**src/rtl/pipe_ctrl.sv**
```systemverilog
// Pipeline hazard/stall controller: resolves load-use, branch, mul/div and memory-miss
// hazards into per-stage load/flush enables, and counts PC-hold cycles.
module pipe_ctrl (
   input  logic        clk,
   input  logic        rst,
   input  logic        EX_MemRead,
   input  logic [4:0]  EX_rt,
   input  logic [4:0]  ID_rs,
   input  logic [4:0]  ID_rt,
   input  logic [5:0]  ID_Op,
   input  logic        Branch_Taken,
   input  logic        MulDiv_Start,
   input  logic        MulDiv_Done,
   input  logic        IMem_Ready,
   input  logic        MEM_Access,
   input  logic        DMem_Ready,
   output logic        PC_WriteEn,
   output logic        IFID_WriteEn,
   output logic        IFID_Flush,
   output logic        IDEX_WriteEn,
   output logic        IDEX_Flush,
   output logic        EXMEM_WriteEn,
   output logic        EXMEM_Flush,
   output logic        IMem_Abort,
   output logic [15:0] Stall_Cnt
);

   // Opcodes whose rt field is a destination, so an rt match is not a true dependency.
   localparam logic [5:0] OpLw   = 6'b100011;
   localparam logic [5:0] OpXori = 6'b001110;

   typedef enum logic [1:0] {StRun, StIMiss, StMdWait, StDMiss} stateT;

   stateT       stateQ, stateD;
   logic [15:0] stallCntQ;
   logic        loadUse, dFreeze, mFreeze;

   always_comb begin
      loadUse = EX_MemRead &&
                ((EX_rt == ID_rs) || ((EX_rt == ID_rt) && (ID_Op != OpLw) && (ID_Op != OpXori)));
      dFreeze = !DMem_Ready && (MEM_Access || (stateQ == StDMiss));
      mFreeze = !MulDiv_Done && (MulDiv_Start || (stateQ == StMdWait));
   end

   always_comb begin
      PC_WriteEn    = 1'b1;
      IFID_WriteEn  = 1'b1;
      IFID_Flush    = 1'b0;
      IDEX_WriteEn  = 1'b1;
      IDEX_Flush    = 1'b0;
      EXMEM_WriteEn = 1'b1;
      EXMEM_Flush   = 1'b0;
      IMem_Abort    = 1'b0;
      if (rst) begin
         PC_WriteEn    = 1'b0;
         IFID_WriteEn  = 1'b0;
         IFID_Flush    = 1'b1;
         IDEX_WriteEn  = 1'b0;
         IDEX_Flush    = 1'b1;
         EXMEM_WriteEn = 1'b0;
         EXMEM_Flush   = 1'b1;
      end else if (dFreeze) begin
         // Whole pipe holds; a taken branch stays in EX until release.
         PC_WriteEn    = 1'b0;
         IFID_WriteEn  = 1'b0;
         IDEX_WriteEn  = 1'b0;
         EXMEM_WriteEn = 1'b0;
      end else if (mFreeze) begin
         PC_WriteEn    = 1'b0;
         IFID_WriteEn  = 1'b0;
         IDEX_WriteEn  = 1'b0;
         EXMEM_Flush   = 1'b1;
      end else if (Branch_Taken) begin
         IFID_Flush    = 1'b1;
         IDEX_Flush    = 1'b1;
         IMem_Abort    = !IMem_Ready;
      end else if (loadUse) begin
         PC_WriteEn    = 1'b0;
         IFID_WriteEn  = 1'b0;
         IDEX_Flush    = 1'b1;
      end else if (!IMem_Ready) begin
         PC_WriteEn    = 1'b0;
         IFID_Flush    = 1'b1;
      end
   end

   always_comb begin
      stateD = stateQ;
      unique case (stateQ)
         StRun, StIMiss: begin
            if (dFreeze)                           stateD = StDMiss;
            else if (mFreeze)                      stateD = StMdWait;
            else if (!IMem_Ready && !Branch_Taken) stateD = StIMiss;
            else                                   stateD = StRun;
         end
         StMdWait: if (MulDiv_Done) stateD = StRun;
         StDMiss:  if (DMem_Ready)  stateD = StRun;
         default:                   stateD = StRun;
      endcase
   end

   always_ff @(posedge clk) begin
      if (rst) begin
         stateQ    <= StRun;
         stallCntQ <= '0;
      end else begin
         stateQ <= stateD;
         if (!PC_WriteEn && (stallCntQ != 16'hFFFF)) stallCntQ <= stallCntQ + 16'd1;
      end
   end

   assign Stall_Cnt = stallCntQ;

endmodule

```
**config.mk**
```make
export PLATFORM = sky130hd
export DESIGN_NAME = pipe_ctrl
export DESIGN_NICKNAME = d
export VERILOG_FILES = /design/src/rtl/pipe_ctrl.sv
export SDC_FILE = /design/constraint.sdc
export NUM_CORES = 1
export LEC_CHECK = 0
export CELL_PAD_IN_SITES_DETAIL_PLACEMENT = 1
export CELL_PAD_IN_SITES_GLOBAL_PLACEMENT = 2
export CORE_ASPECT_RATIO = 0.5
export CORE_MARGIN = 2
export CORE_UTILIZATION = 21
export CTS_CLUSTER_SIZE = 28
export DETAILED_ROUTE_END_ITERATION = 10
export HOLD_SLACK_MARGIN = 0.05
export PLACE_DENSITY_LB_ADDON = 0.3
export SYNTH_ARGS = -nofsm -noshare
export SYNTH_HDL_FRONTEND = slang
export SYNTH_SLANG_ARGS = --single-unit
```
**constraint.sdc**
```tcl
create_clock -name clk -period 2 [get_ports clk]
set_input_delay 0.3 -clock clk [delete_from_list [all_inputs] [get_ports clk]]
set_output_delay 0.3 -clock clk [all_outputs]
set_load 0.05 [all_outputs]
```
* Yosys cells after proc, flatten, opt, wreduce, memory -nomap -nowiden
Index checks and enable logic that the tools add are counted.
Word-level totals: word-level logic and storage cells 71, input bits 30, output and inout bits 24, bits in registers 18
Cells by class: multiplexer cells 40, add/sub/neg operators 1, reduce and logical (&&, ||, !) cells 18, eq/ne operators 10
Operators by type and width (number):
- two-way mux 1 bit | 35
- adder 16 x 1 -> 16 bit, second input constant | 1
- != test 16 bit, second input constant | 1
- equality test 5 bit | 2
- two-way mux 2 bit | 4
- logical AND 1 bit | 7
- != test 6 x 4 -> 1 bit, second input constant | 1
- != test 6 bit, second input constant | 1
- one-hot mux 2 bit (3 select lines) | 1
- zero test 1 bit | 5
- equality test 2 bit, second input constant | 2
- != test 2 bit, second input constant | 2
- logical OR 1 bit | 3
- equality test 2 x 1 -> 1 bit, second input constant | 1
- zero test 2 bit | 1
- AND reduction 2 bit | 1
- OR reduction 2 bit | 1

* Depth between registers and ports, before layout
depth after elaboration 12, mapped depth 10, gate-level depth less buffers 7

* Worst setup path before layout
No wires, ideal clock.
kind register -> register, start point reg stallCntQ[0] (netlist: Stall_Cnt[0]), end point reg stallCntQ[0] (netlist: Stall_Cnt[0]), path buffers 1, stages on the path, launching flop included 8, arrival time 2.187 ns, path slack -0.308 ns, setup time 0.121 ns, required time 1.879 ns, period minus slack after synthesis 2.308 ns, cells stage by stage dfxtp_1 ha_1 and3_1 nand3_1 nor3_1 clkbuf_1 nor2_1 mux2_2
Between the ends: cells in the longest elaborated chain, start to end 2
Ends and longest elaborated chain:
- start: declaration | line 35 | logic [15:0] stallCntQ;
- start signal: assignment | line 108 | if (!PC_WriteEn && (stallCntQ != 16'hFFFF)) stallCntQ <= stallCntQ + 16'd1;
- branches (longest 2 deep; another with adder 16 x 1 -> 16 bit)
Several ways; the timed one is not identified. A chain may end at the register's enable or synchronous reset.

* Final worst setup path
start point reg stateQ[0], end point reg stallCntQ[14] (netlist: Stall_Cnt[14])
Between the ends: cells in the longest elaborated chain, start to end 8
Ends and longest elaborated chain:
- start: declaration | line 34 | stateT stateQ, stateD;
- start signal: assignment | line 104 | stateQ <= StRun;
- start signal: assignment | line 107 | stateQ <= stateD;
- equality test 2 bit | line 42 | mFreeze = !MulDiv_Done && (MulDiv_Start || (stateQ == StMdWait));
- logical OR 1 bit | line 42
- logical AND 1 bit | line 42
- two-way mux 1 bit | line 68 | end else if (mFreeze) begin
- two-way mux 1 bit * | line 62 | end else if (dFreeze) begin
- two-way mux 1 bit * | line 54 | if (rst) begin
- zero test 1 bit * | line 108
- logical AND 1 bit * | line 108
Mark *: on every way between the ends. The rest lies on a longest branch, timed or not.

==> reports/qor.txt <==
Rel. slew slack: 0.659
I/O Pins: 54
internal power: 0.886 mW
switching component of the power: 0.380 mW
initial DRC count: 30
CP peak stage delay: 0.46 ns
WP depth: 8
Critical path buffers and inverters: 2
FMAX: 461 MHz
worst-case reg-to-reg path depth: 8
sequential power share: 0.308
largest net degree at the start of global routing: 22
most frequent cells in the layout: 26 x buf_4, 22 x clkdlybuf4s50_1, 12 x nand3_1
# diodes: 0
Net Sw Frac: 0.300
worst clock skew: 0.00298 ns
GPL Wtd Cong: 0.811
Critical Path Fanout Max: 10
CTS tree: done
fin util: 0.442
RR Endpoint: Stall_Cnt[14]
Leak: 1.06 nW
final WL: 4550 um
Final Cycle Share: 1.08
GR peak layer: met2
vias in the first global route: 1494
Period minus WS final: 2.17 ns
syn_nets: 186
library cells used by synthesis: 45
commonest non-fill, non-tap cell in the layout: buf_4
worst-skew pair later-pin latency: 0.25 ns
max cap viols: 0
CTS max path bufs: 2
type of origin of the critical path: register
pwr dens: 506 nW/um^2
Fin. Hold Viols: 0
clock power share: 0.313
CP Data Arrival Time: 2.31 ns
# nets final: 271
H-Tree Depth: 1
Final Power: 1.27 mW
global route total overflow: 0
fill count: 634
final worst slack: -0.168 ns
Seq/Total Area, Yosys: 0.284
mapped cell area: 1270 um^2
Post-Syn Instances: 155
critical path required time: 2.14 ns
Synth Register Bits: 18
violated checks: setup timing
status: finished, violations left
Core Region: 5660 um^2
synth warn: 0
routed len/inst: 14.6 um
total number of vias: 1488
Syn-to-layout area delta: 97.0%
Mean Syn Cell Area: 8.19 um^2
clock sink count: 18
Worst-path clk slew: 0.05 ns
HP Start: Stall_Cnt[1]
number of flops mapped to enable cells by yosys: 0
Slew Viols, Final: 0
ys flop type: dfxtp_1
DRT antenna net count: 0
layout cell share with drive strength beyond 1: 0.445
first-pass GRT wire length: 7060 um
Die ar.: 6720 um^2
Setup CP Type: register to register
CP max-delay cell: or4b_4
die width: 114 um
worst vdd rail ir drop: 0.339 mV
RSZ-0062 raised after global routing: true
Site Rows: 19
first drt pass iteration count: 4
GRT Overall Usage: 0.132
worst min path class: register to register
critical path endpoint category: register
drt via density: 4.78
M1 GR Usage: 0.161
starting density of the core: 0.224
CTS Buf Count: 3
hpwl dp: 3200 um
reg2reg setup slack: -0.17 ns
# port buffers: 53
Setup TNS: -1.57 ns
final setup vio count: 17
Gate power share: 0.379
FF-to-FF Start: stateQ[0]
Residual DRC: 0
crit path cell chain: mux2_4 > o2111ai_4 > inv_4 > o21ai_2 > a21bo_4 > buf_12 > or4b_4 > o211a_1
initial antenna violation count: 0
GR Util met3: 0.0389
Vert. Die Dim: 59.0 um
cell family with most CP delay: compound AO/OA/AOI/OAI gates
met2 Use GR: 0.232
CP endpoint: Stall_Cnt[14]
crit path from: stateQ[0]
clock root cell: clkbuf_16
worst slew pin tran: 0.510 ns
Async S/R FF share, synth: 0
Hold WS: 0.494 ns
-- through the flow --
| stage | worst slack [ns] | cell area (um^2) | cells |
|---|---|---|---|
| 2_1_floorplan | -0.125 | 1330 | 155 |
| 3_3_place_gp | -0.513 | 2130 | 292 |
| 3_5_place_dp | -0.604 | 2130 | 292 |
| 4_1_cts | -0.249 | 2330 | 303 |
| 5_1_grt | -0.251 | 2500 | 311 |
| 6_report | -0.168 | 2500 | 311 |
-- worst reg2reg max path, cell delays in order, from the launching register on --
cell and delay (ns):
dfxtp_2 0.34, mux2_4 0.32, o2111ai_4 0.27, inv_4 0.06, o21ai_2 0.06, a21bo_4 0.27
buf_12 0.14, or4b_4 0.47, o211a_1 0.14
-- cell type report --
class,count,area (um^2),share of cell area
repair buffers,89,888,0.355
flip-flops and latches,18,373,0.149
well taps,73,91.3,0.0365
inverters,6,25.0,0.0100
clock buffers,3,75.1,0.0300
multi-input cells,122,1050,0.420
-- power by group through the flow --
stage	sequential, mW	combinational [mW]	clock (mW)
global route	0.393	0.514	0.422
CTS	0.390	0.432	0.407
finish	0.390	0.480	0.396
global placement	0.398	0.391	0
detailed placement	0.398	0.398	0
floorplan	0.425	0.179	0
-- how the worst min path moves through the flow --
stage	endpoint	slack (ns)	cells after the start
finish	Stall_Cnt[1]	0.49	2
floorplan	stateQ[0]	0.47	1
global route	Stall_Cnt[1]	0.52	2
detailed placement	Stall_Cnt[1]	0.49	2
global placement	Stall_Cnt[1]	0.48	2
CTS	Stall_Cnt[1]	0.50	2
-- logic make-up (layout without fill, tap and decap cells) --
kind of cell / Yosys count / after routing / synth area share
multiplexers: 7 / 7 / 0.0640
XOR/XNOR: 10 / 10 / 0.0690
AND/OR/NAND/NOR: 67 / 67 / 0.296
buffers and inverters: 15 / 98 / 0.0522
adder cells (fa/ha/maj): 1 / 1 / 0.00985
AO/OA/AOI/OAI: 37 / 37 / 0.226
flip-flops: 18 / 18 / 0.284
-- Yosys cell counts (6+ instances only) --
cell type / instances / share of area
dfxtp_1: 18 / 0.28
nand3_1: 12 / 0.047
nor2_1: 11 / 0.033
xor2_1: 8 / 0.055
and3_1: 7 / 0.034
o21ai_0: 7 / 0.028
nand2_1: 6 / 0.018
nor2b_1: 6 / 0.030
-- flip-flops by register name, summed over array words and instances, names as in the netlist --
register / flops
stateQ: 2
Stall_Cnt: 16
-- what timing repair did --
item | 4_1_cts | 5_1_grt
hold buffers | 0 | 0
setup endpoints to repair | 22 | 22
cloned | 0 | 0
pin swaps | 22 | 20
setup buffers | 9 | 9
gates resized for setup | 47 | 53
-- layer usage --
metal | share of wire | up-vias
met5 | 0 | -
met4 | 0.0095 | 0
met3 | 0.065 | 4
met2 | 0.46 | 44
met1 | 0.46 | 706
li1 | - | 734
No activity file was read; power rests on OpenSTA's default activity.
